**config.mk**
```make
export PLATFORM = sky130hd
export DESIGN_NAME = regfile_wb_arbiter
export DESIGN_NICKNAME = d
export VERILOG_FILES = /design/src/rtl/regfile_wb_arbiter.sv
export SDC_FILE = /design/constraint.sdc
export NUM_CORES = 1
export LEC_CHECK = 0
export ABC_AREA = 1
export BUFFER_PORTS_ARGS = -buffer_cell sky130_fd_sc_hd__buf_4
export CAP_MARGIN = 10
export CORE_MARGIN = 8
export CORE_UTILIZATION = 45
export DETAILED_ROUTE_END_ITERATION = 16
export GPL_TIMING_DRIVEN = 0
export PLACE_DENSITY = 0.83
export SKIP_LAST_GASP = 1
export SLEW_MARGIN = 20
export SYNTH_ARGS = -nofsm -noshare
export SYNTH_HDL_FRONTEND = slang
export SYNTH_SLANG_ARGS = --single-unit
```
**constraint.sdc**
```tcl
create_clock -name clk -period 2 [get_ports clk]
set_input_delay 0.5 -clock clk [delete_from_list [all_inputs] [get_ports clk]]
set_output_delay 0.5 -clock clk [all_outputs]
set_load 0.02 [all_outputs]
```
**src/rtl/regfile_wb_arbiter.sv**
```systemverilog
// Register-file writeback arbiter: merges ALU and LSU writebacks onto one write port,
// with a halt sequence that drains outstanding writebacks before raising halted.
//   state    | meaning
//   S_RUN    | normal arbitration
//   S_DRAIN  | halt requested; still accepting until requesters and write port are idle
//   S_HALTED | no acceptances, halted=1, sticky until reset
module regfile_wb_arbiter #(
  parameter int XLEN       = 32,
  parameter int FIXED_PRIO = 0
) (
  input  logic            clk,
  input  logic            rst_b,
  input  logic            alu_valid,
  input  logic [4:0]      alu_rd,
  input  logic [XLEN-1:0] alu_data,
  output logic            alu_ready,
  input  logic            lsu_valid,
  input  logic [4:0]      lsu_rd,
  input  logic [XLEN-1:0] lsu_data,
  output logic            lsu_ready,
  output logic            rd_we,
  output logic [4:0]      rd_num,
  output logic [XLEN-1:0] rd_data,
  input  logic            halt_req,
  output logic            halted,
  output logic [31:0]     wb_count
);

  typedef enum logic [1:0] {S_RUN, S_DRAIN, S_HALTED} state_t;

  state_t          r_state;
  state_t          w_state_nxt;
  logic            r_last_lsu;
  logic            w_alu_gnt;
  logic            w_lsu_gnt;
  logic            w_accept;
  logic [4:0]      w_rd;
  logic [XLEN-1:0] w_data;
  logic            r_rd_we;
  logic [4:0]      r_rd_num;
  logic [XLEN-1:0] r_rd_data;
  logic [31:0]     r_wb_count;

  always_comb begin
    w_state_nxt = r_state;
    w_alu_gnt   = 1'b0;
    w_lsu_gnt   = 1'b0;
    if (r_state != S_HALTED) begin
      if (FIXED_PRIO != 0) begin
        w_lsu_gnt = lsu_valid;
        w_alu_gnt = alu_valid & ~lsu_valid;
      end else if (alu_valid && lsu_valid) begin
        // contested: the side that did not win last time gets it
        w_alu_gnt = r_last_lsu;
        w_lsu_gnt = ~r_last_lsu;
      end else begin
        w_alu_gnt = alu_valid;
        w_lsu_gnt = lsu_valid;
      end
    end
    case (r_state)
      S_RUN:   if (halt_req) w_state_nxt = S_DRAIN;
      S_DRAIN: if (!alu_valid && !lsu_valid && !r_rd_we) w_state_nxt = S_HALTED;
      default: w_state_nxt = r_state;
    endcase
  end

  assign w_accept = w_alu_gnt | w_lsu_gnt;
  assign w_rd     = w_lsu_gnt ? lsu_rd : alu_rd;
  assign w_data   = w_lsu_gnt ? lsu_data : alu_data;

  always_ff @(posedge clk or negedge rst_b) begin
    if (!rst_b) begin
      r_state    <= S_RUN;
      r_last_lsu <= 1'b1;
      r_rd_we    <= 1'b0;
      r_rd_num   <= 5'd0;
      r_rd_data  <= '0;
      r_wb_count <= 32'd0;
    end else begin
      r_state <= w_state_nxt;
      r_rd_we <= w_accept && (w_rd != 5'd0);
      if (w_accept) begin
        r_last_lsu <= w_lsu_gnt;
        r_rd_num   <= w_rd;
        r_rd_data  <= w_data;
      end
      if (r_rd_we) r_wb_count <= r_wb_count + 32'd1;
    end
  end

  assign alu_ready = w_alu_gnt;
  assign lsu_ready = w_lsu_gnt;
  assign rd_we     = r_rd_we;
  assign rd_num    = r_rd_num;
  assign rd_data   = r_rd_data;
  assign halted    = (r_state == S_HALTED);
  assign wb_count  = r_wb_count;

endmodule

```
==> summary.md <==
| Metric | Value |
|---|---|
| Worst hold-check path type | in2async |
| Mean Syn Cell Area | 9.16 sq um |
| Detailed Place HPWL | approximately 8300 um |
| Placed inst area | a little under 5000 sq um |
| Number of flops mapped to enable cells by yosys | 0 |
| Buf/Inv on CP | 2 |
| # diodes | 0 |
| Main synth FF type | dfrtp_1 |
| Final core occ | ~64% |
| Most common cell in the synthesized netlist | nand2_1 |
| R2r startpoint | wb_count[12]$_DFFE_PN0P_ |
| Syn nets | around 480 |
| Fillers | 703 |
| Highest clock rate | about 0.55 GHz |
| Status | finished, final reports clean |
| Sequential area share after synthesis | a little under 50% |
| Arrival time at the worst endpoint | between 1000 and 1500 ps |
| Pwr Density | just over 800 nW/um^2 |
| Final Skew | a little over 10 ps |
| Post-synth top area cell | dfrtp_1 |
| Final Cell Area | 5190 sq um |
| CTS max path bufs | 2 |
| Total GRT Usage | 19.4% |
| Fin. Hold Viols | 0 |
| Drt first pass iters | 4 |
| Max-slew violation count | 0 |
| CP endpoint kind | output port |
| Die area | 11400 sq um |
| Buffers on Ports | 150 |
| Routed len/inst | ~16 um |
| Die Height | 107 um |
| Num rows | 33 |
| Unique masters post-synth | 34 |
| Largest net degree at the start of global routing | between 70 and 80 |
| Reg2reg setup slack | 470 ps |
| Vias in the first global route | roughly 3600 |
| Critical Path, Cell by Cell | nand2_2, nand3_4, inv_4, buf_4 |
| Detailed Route Iter0 Violations | 157 |
| Synthesized area | approximately 3700 sq um |
| Max Cap Viol | 0 |
| ANT nets after route | 0 |
| Initial Util | between 40% and 50% |
| Top delay family on crit path | flip-flops |
| CP max stage delay | between 500 and 600 ps |
| Routed vias | roughly 3500 |
| Clock slew at reported path FFs | roughly 80 ps |
| WS Path Type | reg2out |
| Slew HR | 36.5% |
| Post-Syn Instances | 403 |
| R2R Path End | wb_count[23]$_DFFE_PN0P_ |
| First-pass GRT wire length | 17900 um |
| Pre-CTS setup slack | 110 ps |
| # hold bufs at CTS | 0 |
| CTS Buf Count | 9 |
| Worst setup margin | 173 ps |
| Fin nets | ~640 |
| Core area | 8090 sq um |
| Synth async-reset ratio | 100% |
| Period utilisation layout | about nine tenths |
| Worst path slowest cell | dfstp_2 |
| Share of layout cells above drive strength 1 | between 30 and 40% |
| Synth top cells by count | nand2_1, dfrtp_1, a21oi_1 |
| Cells on worst reg2reg path | 7 |
| Post-route minimum period | 1830 ps |
| LEAKAGE | about 2.6 nW |
| Top cell type's share of synthesized area | around half |
| Setup TNS | 0 ps |
| Yosys warning count | 0 |
| Clock Sink Count | 73 |
| Die span in x | about 110 um |
| # DRC | 0 |
| Gpl congestion | approximately 0.85 |
| P&R area growth vs syn | 40.6% |
| CTS tree | built |
| CTS HTree Levels | 3 |
| Worst VDD drop | around 0.55 mV |
| Startpoint class of the critical path | register |
| # IOs | roughly 150 |
| Critical Path RT | approximately 1500 ps |
| Endpoints failing setup | 0 |
| Slew at the pin closest to its max-slew limit | between 900 and 1000 ps |
| Gr ovfl total | 0 |
| Seq cells post-synth | 73 |
| Vias per cell | approximately 5.1 |
| Cells taking the most area after synthesis | dfrtp_1, nand2_1, a2bb2oi_1, a21oi_1, xor2_1 |
| RSZ-0062 raised after global routing | no |
| Hold Worst Slack | about 260 ps |
| Routed wire length | about 11000 um |
| Initial antenna violation count | 0 |
| Worst skew pair latency | around 340 ps |
| CP Max Fanout | 15 |
| Root Buffer | clkbuf_8 |
metal layers:
metal	share of wire [%]	vias up	track usage, %	wire length, um
li1	-	1680	-	-
met1	41	1667	23.2	4460
met2	51	107	32.9	5550
met3	5.5	15	3.99	596
met4	2.3	0	9.05	246
met5	0	-	0	0
placed cells by master, fill, tap and decap left out, types with 2 or more instances in the layout:
| cell | Yosys | layout |
|---|---|---|
| nand4_1 | 15 | 15 |
| o21ai_0 | 6 | 6 |
| clkbuf_8 | 0 | 11 |
| buf_2 | 11 | 11 |
| nor3_1 | 5 | 5 |
| nand2_2 | 4 | 4 |
| nand3_1 | 13 | 13 |
| o21ai_1 | 3 | 3 |
| buf_6 | 2 | 2 |
| a21oi_1 | 33 | 33 |
| nand3_4 | 2 | 3 |
| xnor2_1 | 9 | 9 |
| dfrtp_1 | 72 | 72 |
| nand2_4 | 2 | 2 |
| inv_2 | 3 | 2 |
| nor2_4 | 4 | 4 |
| bufinv_16 | 0 | 2 |
| inv_1 | 27 | 27 |
| a2bb2oi_1 | 32 | 32 |
| buf_4 | 3 | 153 |
| nor2_1 | 21 | 21 |
| nand3b_1 | 4 | 4 |
| inv_4 | 1 | 2 |
| nor2_2 | 3 | 3 |
| xor2_1 | 12 | 12 |
| nand2_1 | 105 | 105 |
| nor2_8 | 2 | 2 |
| clkinv_2 | 0 | 2 |
worst register-to-register path, stage by stage (launching register included):
cell	delay, ps
dfrtp_1	440
nand2_1	130
nor2_1	270
nand4_1	240
nor2_1	190
nand2_1	70
nand2_1	60
inv_1	30
registers in the layout (all words and copies together) (netlist names):
signal	count
rd_we	1
wb_count	32
rd_num	5
r_state	2
r_last_lsu	1
rd_data	32
stage by stage:
step                power [W]  instances
floorplan             0.00242        403
global placement      0.00292        658
detailed placement    0.00295        658
CTS                   0.00428        675
global route          0.00444        674
finish                0.00423        674
worst max path at each step:
stage,startpoint,endpoint,cells after the start
2_1_floorplan,lsu_valid,lsu_ready,4
3_3_place_gp,alu_valid,lsu_ready,6
3_5_place_dp,alu_valid,lsu_ready,6
4_1_cts,r_last_lsu$_DFFE_PN1P_,lsu_ready,5
5_1_grt,r_state[0]$_DFFE_PN0P_,lsu_ready,5
6_report,r_last_lsu$_DFFE_PN1P_,lsu_ready,4
final cells by class:
| class | count | area [sq um] | share of cell area (%) |
|---|---|---|---|
| clock inverters | 5 | 77.6 | 1.50 |
| well taps | 105 | 131 | 2.53 |
| multi-input cells | 283 | 1650 | 31.8 |
| repair buffers | 151 | 1130 | 21.9 |
| flip-flops and latches | 73 | 1830 | 35.2 |
| clock buffers | 11 | 151 | 2.92 |
| plain buffers | 15 | 92.6 | 1.79 |
| inverters | 31 | 121 | 2.34 |
power breakdown:
part / switching, W / internal (W) / leakage [nW]
sequential: 0.000152 / 0.00164 / 0.902
clock: 0.000547 / 0.000767 / 0.115
combinational: 0.000609 / 0.000514 / 1.63
kinds of logic (layout without fill, tap and decap cells):
logic type	after synthesis	after routing	share of synthesized area, %
buf+inv	47	213	5.93
simple gates	184	184	24.8
flops	73	73	49.5
fa+ha+maj	1	1	0.339
xor+xnor	22	22	5.43
compound gates	76	76	13.9
repair_timing:
action,4_1_cts,5_1_grt
gates resized for setup,1,2
endpoints found under the setup margin,1,1
buffers inserted,1,0
pin swaps,1,0
Power figures use the tool's default switching activity.
